`src/rtl/fetch_pkg.sv`:
```
// Shared definitions for the instruction-fetch stage: FSM states, instruction
// word geometry and default address/offset widths.
package fetch_pkg;

  localparam int INSTR_W   = 16;
  localparam int OPC_HI    = 15;
  localparam int OPC_LO    = 13;
  localparam int PC_W_DEF  = 3;
  localparam int OFF_W_DEF = 7;

  typedef enum logic [1:0] {
    RUN    = 2'd0,
    DRAIN  = 2'd1,
    HALTED = 2'd2
  } fetch_state_t;

  // Extract the opcode field of an instruction word.
  function automatic logic [OPC_HI-OPC_LO:0] opcode_of(input logic [INSTR_W-1:0] instr);
    return instr[OPC_HI:OPC_LO];
  endfunction

endpackage

```
`src/rtl/next_pc_logic.sv`:
```
// Combinational next-PC helper: redirect target selection (jump over branch),
// sequential increment and wrap detection.
module next_pc_logic
  import fetch_pkg::*;
#(
  parameter int PC_W  = PC_W_DEF,
  parameter int OFF_W = OFF_W_DEF
) (
  input  logic [PC_W-1:0]  pc_q,
  input  logic             jump_en,
  input  logic [PC_W-1:0]  jump_target,
  input  logic [PC_W-1:0]  branch_base,
  input  logic [OFF_W-1:0] branch_offset,
  output logic [PC_W-1:0]  target,
  output logic [PC_W-1:0]  pc_inc,
  output logic             wrap
);

  // Sum width always exceeds PC_W so the truncation slice below is never empty.
  localparam int SW = PC_W + OFF_W;

  logic [SW-1:0] base_ext;
  logic [SW-1:0] off_ext;
  logic [SW-1:0] branch_sum;
  logic          unused_sum_hi;

  assign base_ext   = SW'(branch_base);
  assign off_ext    = SW'($signed(branch_offset));
  assign branch_sum = base_ext + SW'(1) + off_ext;

  // Only the low PC_W bits matter: the target wraps modulo the address space.
  assign unused_sum_hi = &{1'b0, branch_sum[SW-1:PC_W]};

  // Jump wins over branch when both are asserted.
  always_comb begin
    target = jump_en ? jump_target : branch_sum[PC_W-1:0];
  end

  assign pc_inc = pc_q + PC_W'(1);
  assign wrap   = &pc_q;

endmodule

```
`src/rtl/fetch_unit.sv`:
```
// Instruction-fetch stage: owns the PC, captures the word returned at pc into a
// one-entry valid/ready output register, applies jump/branch redirects, counts
// fetches and supports a drain-then-halt stop.
module fetch_unit
  import fetch_pkg::*;
#(
  parameter int PC_W     = PC_W_DEF,
  parameter int OFF_W    = OFF_W_DEF,
  parameter int CNT_W    = 16,
  parameter int RESET_PC = 0
) (
  input  logic               clk,
  input  logic               rst,
  output logic [PC_W-1:0]    pc,
  input  logic [INSTR_W-1:0] instr_in,
  output logic               out_valid,
  input  logic               out_ready,
  output logic [INSTR_W-1:0] out_instr,
  output logic [PC_W-1:0]    out_pc,
  input  logic               jump_en,
  input  logic [PC_W-1:0]    jump_target,
  input  logic               branch_taken,
  input  logic [PC_W-1:0]    branch_base,
  input  logic [OFF_W-1:0]   branch_offset,
  input  logic               halt_req,
  output logic               halted,
  output logic               pc_wrap,
  output logic [CNT_W-1:0]   fetch_count
);

  fetch_state_t    state;
  logic [PC_W-1:0] pc_q;
  logic [PC_W-1:0] target;
  logic [PC_W-1:0] pc_inc;
  logic            wrap;
  logic            redirect;
  logic            advance;

  next_pc_logic #(
    .PC_W  (PC_W),
    .OFF_W (OFF_W)
  ) u_next_pc (
    .pc_q          (pc_q),
    .jump_en       (jump_en),
    .jump_target   (jump_target),
    .branch_base   (branch_base),
    .branch_offset (branch_offset),
    .target        (target),
    .pc_inc        (pc_inc),
    .wrap          (wrap)
  );

  // Redirects are dead once halted; fetching only happens in RUN with room downstream.
  assign redirect = (jump_en || branch_taken) && (state != HALTED);
  assign advance  = (state == RUN) && (!out_valid || out_ready);

  assign pc     = pc_q;
  assign halted = (state == HALTED);

  // PC, output register, wrap pulse, fetch counter and RUN/DRAIN/HALTED FSM.
  always_ff @(posedge clk) begin
    if (rst) begin
      state       <= RUN;
      pc_q        <= PC_W'(RESET_PC);
      out_valid   <= 1'b0;
      out_instr   <= '0;
      out_pc      <= '0;
      pc_wrap     <= 1'b0;
      fetch_count <= '0;
    end else begin
      pc_wrap <= 1'b0;

      if (redirect) begin
        // Flush both the held word and the word being fetched this cycle.
        pc_q      <= target;
        out_valid <= 1'b0;
      end else if (advance) begin
        out_instr <= instr_in;
        out_pc    <= pc_q;
        out_valid <= 1'b1;
        pc_q      <= pc_inc;
        pc_wrap   <= wrap;
        if (fetch_count != '1) begin
          fetch_count <= fetch_count + CNT_W'(1);
        end
      end else if (out_valid && out_ready) begin
        out_valid <= 1'b0;
      end

      // State transitions look at the output register as it was this cycle.
      case (state)
        RUN: begin
          if (halt_req) state <= DRAIN;
        end
        DRAIN: begin
          if (!out_valid || out_ready || redirect) state <= HALTED;
        end
        default: state <= state;
      endcase
    end
  end

endmodule
```
`config.mk`:
```
export PLATFORM = sky130hd
export DESIGN_NAME = fetch_unit
export DESIGN_NICKNAME = d
export VERILOG_FILES = /design/src/rtl/fetch_pkg.sv /design/src/rtl/next_pc_logic.sv /design/src/rtl/fetch_unit.sv
export SDC_FILE = /design/constraint.sdc
export NUM_CORES = 1
export LEC_CHECK = 0
export CAP_MARGIN = 20
export CORE_MARGIN = 2
export CORE_UTILIZATION = 44
export DETAILED_ROUTE_END_ITERATION = 6
export PLACE_DENSITY = 0.88
export SYNTH_ARGS = -nofsm -noshare
export SYNTH_HDL_FRONTEND = slang
export SYNTH_SLANG_ARGS = --single-unit
```
`constraint.sdc`:
```
create_clock -name clk -period 2.7 [get_ports clk]
set_input_delay 0.81 -clock clk [delete_from_list [all_inputs] [get_ports clk]]
set_output_delay 0.81 -clock clk [all_outputs]
set_load 0.02 [all_outputs]
```
Word level (Yosys, flattened, before mapping)
Cells that the tools add are included.
Widths: inputs -> output; s select.
{"block": "totals", "regBits": 42, "in_bits": 35}
{"block": "classes", "add_sub_neg": 4, "n_eq_ne": 6, "bitwise_logic": 2, "n_mux": 8, "reduce_logical": 17}
{"op": "$add 16x1->16 const B", "n": 1}
{"op": "$ne 16x16->1 const B", "n": 1}
{"op": "$mux 3", "n": 3}
{"op": "$reduce_and 3->1", "n": 3}
{"op": "$add 3x1->3 const B", "n": 2}
{"op": "$ne 2x2->1 const B", "n": 3}
{"op": "$reduce_bool 2->1", "n": 3}
{"op": "$mux 2", "n": 2}
{"op": "$pmux 2 s2", "n": 1}
{"op": "$add 3x3->3", "n": 1}
{"op": "$logic_and 1x1->1", "n": 3}
{"op": "$logic_or 1x1->1", "n": 3}
{"op": "$reduce_or 3->1", "n": 1}
{"op": "$eq 2x1->1 const B", "n": 1}
{"op": "$eq 2x2->1 const B", "n": 1}
{"op": "$logic_not 2->1", "n": 1}
{"op": "$mux 1", "n": 2}
{"op": "$not 1->1", "n": 2}
{"op": "$reduce_and 2->1", "n": 1}
{"op": "$reduce_or 2->1", "n": 1}
{"op": "$logic_not 1->1", "n": 1}

Longest topological paths before layout
{"block": "depth", "word_depth": 5, "ltp_mapped": 8, "depth_no_buf": 8}

Modules after synthesis
From an unflattened synthesis, not the netlist that was laid out.
{"block": "hier_totals", "cells_unflattened": 239, "hier_area_um2": 1950.6}
{"module": "fetch_unit", "cells_each": 225, "n_inst": 1, "area_per_inst_um2": 1821.7}
{"module": "next_pc_logic", "cells_each": 14, "n_inst": 1, "area_per_inst_um2": 128.9}

Worst setup path after synthesis
OpenSTA, ideal clock, no wires.
{"block": "synth_timing", "kind": "input port to flip-flop", "from": "input port branch_base[0]", "to": "register pc_q[2] (netlist: pc[2])", "t_required_ns": 2.609, "path_stages": 8, "path_slack_ns": 0.563, "n_path_buf": 0, "arrival_ns": 2.046, "path_cell_list": "inv_1 ha_1 inv_1 fa_1 xnor3_1 nor2_1 a211oi_1 a311oi_1"}
{"block": "synth_via", "elab_chain_len": 4}
{"item": "from (decl)", "line_no": "fetch_unit.sv:23", "text": "input logic [PC_W-1:0] branch_base,"}
{"item": "$add 3x1->3", "line_no": "next_pc_logic.sv:29", "text": "assign branch_sum = base_ext + SW'(1) + off_ext;"}
{"item": "$add 3x3->3", "line_no": "next_pc_logic.sv:29"}
{"item": "$mux 3", "line_no": "next_pc_logic.sv:36", "text": "target = jump_en ? jump_target : branch_sum[PC_W-1:0];"}
{"item": "$mux 3", "line_no": "fetch_unit.sv:73", "text": "if (redirect) begin"}
{"item": "to (signal assigned)", "line_no": "fetch_unit.sv:64", "text": "pc_q <= PC_W'(RESET_PC);"}
{"item": "to (signal assigned)", "line_no": "fetch_unit.sv:75", "text": "pc_q <= target;"}
{"item": "to (signal assigned)", "line_no": "fetch_unit.sv:81", "text": "pc_q <= pc_inc;"}
{"item": "to (decl)", "line_no": "fetch_unit.sv:32", "text": "logic [PC_W-1:0] pc_q;"}
Every way passes these cells.
A chain may end at the register's enable or synchronous reset.

Worst setup path after layout
Same ends and word-level chain as after synthesis.

==> results.py <==
metrics = {
    "sta": {
        "slew_violations": 0,
        "finalWorstSetupSlack_ns": 0.298,
        "fmaxAchievable_mhz": 416,
        "hold_violations": 0,
        "clock_skew_ns": 0.00554,
        "tightest_slew_ns": 0.573,
        "setup-violations-final": 0,
        "rsz0062_at_grt": "no",
        "layout_min_cycle_time_ns": 2.40,
        "slew_headroom_pct": 61.5,
        "fin_crit_sh_pct": 89.0,
        "fin_setup_tns_ns": 0,
    },
    "global_route": {
        "antenna_found_initial": 0,
        "grt_usage_pct": 18.3,
        "grt_pass1_vias": 1803,
        "grt_pass1_wl_um": 7640,
        "grt_max_degree": 34,
        "grt_overflow": 0,
    },
    "min_path": {
        "holdCritStartpoint": "out_instr[6]",
        "hold_depth": 2,
        "hold_path.class": "register to register",
        "hold-path-endpoint": "out_instr[6]",
    },
    "synthesis": {
        "synthDominantCellAreaShare_pct": 41.0,
        "syn_avg_cell_area_um2": 8.59,
        "syn_nets": 279,
        "syn_inst": 239,
        "seq_area_frac_synth_pct": 41.0,
        "yosysWarnings": 0,
        "synth_cell_type_count": 43,
        "synthFlopType": "dfxtp_1",
        "synthTopCellsByArea": "dfxtp_1 41%, nand2_1 8.0%, a21oi_1 7.1%",
        "synth_edf_count": 0,
        "synth_top_cell_by_area": "dfxtp_1",
        "syn_area_mm2": 0.00205,
        "yosysMostFrequentCell": "nand2_1",
        "ys_ff_latch": 42,
        "async_reset_ff_share_pct": 0,
        "synthTopCellsByCount": "44 x nand2_1, 42 x dfxtp_1, 29 x a21oi_1, 14 x nor2_1, 10 x nand3_1",
    },
    "pwr": {
        "pwr_density_cell_mw_per_mm2": 483,
        "leakagePower_nw": 1.03,
        "vdd_drop_max_mv": 0.252,
    },
    "die": {
        "core_mm2": 0.00441,
        "die_x_um": 72.3,
        "start_util_pct": 46.5,
        "rows": 24,
        "num_io_pins": 76,
        "die-area_mm2": 0.00523,
        "die-height_um": 72.3,
    },
    "worst_setup_path": {
        "r2r-end": "fetch_count[7]",
        "reg2reg_slack_ns": 0.72,
        "r2r_start": "fetch_count[0]",
        "crit_required_ns": 2.90,
        "end_kind": "register",
        "worstPathMaxFanout": 1,
        "arrival_ns": 2.60,
        "startpoint_type": "primary input",
        "crit_type": "primary input to register",
        "reg2regPathDepth": 5,
    },
    "cts": {
        "h-tree-depth": 2,
        "clkTransAtPathRegs_ns": 0.08,
        "cts.sinks": 42,
        "cts_tree": "built",
        "postCtsSetupBuffers": 0,
        "cts_hold_buf": 0,
        "cts_made_buffers": 5,
        "clk_latency_ns": 0.29,
        "cts_root_buf": "clkbuf_8",
        "ctsResizeCount": 0,
        "cts_buffer_depth": 2,
    },
    "detailed_routing": {
        "wirelength_um": 4620,
        "ant_nets": 0,
        "post_drt_wl_per_cell_um": 12.8,
        "drcViolationCount": 0,
        "dr_total_vias": 1933,
        "drt_pass1_iterations": 4,
        "detail_route.vias_per_cell": 5.37,
        "drt_iter0_drc": 65,
    },
    "place": {
        "io_buffers": 71,
        "dp_hpwl_um": 3400,
        "place.gp.congestion": 0.778,
        "dpl_cell_area_mm2": 0.00276,
        "place_ws_ns": -0.0202,
    },
    "final_layout": {
        "final_area_mm2": 0.00287,
        "syn2layout_area_growth_pct": 40.0,
        "layout.nets": 347,
        "antenna_cells": 0,
        "drive_above_1_share_pct": 10.4,
        "nFillCells": 376,
    },
    "run_status": {
        "status": "finished clean",
    },
    "job": {
        "maxCapViolCount": 0,
    },
}
-- layout make-up --
cell class	count	area, um2	area share, %
multi-input cells	172	1070	37.4
flip-flops and latches	42	841	29.3
repair buffers	77	751	26.1
clock buffers	5	68.8	2.40
well taps	52	65.1	2.26
clock inverters	3	40.0	1.39
inverters	9	33.8	1.18
-- flip-flops by register name, indices dropped and copies added, names as in the netlist --
name / cells
fetch_count: 16
pc: 3
out_valid: 1
state: 2
pc_wrap: 1
out_instr: 16
out_pc: 3
-- layer usage --
metal | global-route usage, % | part of all wire [%] | vias up
met4 | 4.82 | 0.30 | 0
li1 | - | - | 977
met3 | 4.86 | 7.5 | 2
met5 | 0 | 0 | -
met1 | 22.4 | 42 | 883
met2 | 31.7 | 50 | 71
-- cells in the final DEF (no fill, tap or decap), types with 4 or more instances in the layout --
| master | n |
|---|---|
| a211oi_1 | 5 |
| inv_1 | 9 |
| nor4_1 | 6 |
| o31ai_1 | 5 |
| dfxtp_1 | 42 |
| nor2b_1 | 8 |
| a21oi_1 | 29 |
| clkdlybuf4s50_1 | 70 |
| mux2_2 | 8 |
| nand2_1 | 44 |
| ha_1 | 4 |
| nand3_1 | 10 |
| nor2_1 | 14 |
| or4_1 | 5 |
| buf_4 | 6 |
| clkbuf_8 | 5 |
-- report_power, final --
group,leakage (nW),switching [mW],internal [mW]
logic,0.632,0.120,0.124
clock network,0.0579,0.205,0.272
registers,0.341,0.0216,0.645
-- how the worst max path moves through the flow --
| stage | start | endpoint | slack [ns] | depth (start not counted) |
|---|---|---|---|---|
| floorplan | branch_base[0] | pc[2] | 0.56 | 8 |
| global placement | branch_base[0] | pc[2] | 0.10 | 9 |
| detailed placement | branch_base[0] | pc[2] | -0.02 | 9 |
| CTS | branch_base[0] | pc[2] | 0.28 | 9 |
| global route | branch_base[0] | pc[2] | 0.17 | 9 |
| finish | branch_base[0] | pc[2] | 0.30 | 9 |
-- kinds of logic after synthesis --
group | count (synthesis) | share of synthesized area [%]
compound gates | 49 | 14.7
xor+xnor | 1 | 1.10
fa+ha+maj | 5 | 3.41
buf+inv | 25 | 6.71
flops | 42 | 41.0
mux | 8 | 4.39
simple gates | 109 | 28.7
-- critical path, stage by stage --
cell	delay (ns)
clkdlybuf4s50_1	0.40
inv_1	0.07
ha_1	0.15
inv_1	0.05
fa_1	0.35
xnor3_1	0.36
nor2_1	0.11
a211oi_1	0.05
a311oi_1	0.24
-- stage by stage --
step,total power [mW],hold WS (ns),cells,utilization (%)
floorplan,0.814,0.506,239,-
global placement,0.919,0.442,352,62.6
detailed placement,0.926,0.447,352,62.6
CTS,1.40,0.457,360,65.1
global route,1.45,0.490,360,65.1
finish,1.39,0.456,360,65.1
No activity file was read; power rests on OpenSTA's default activity.
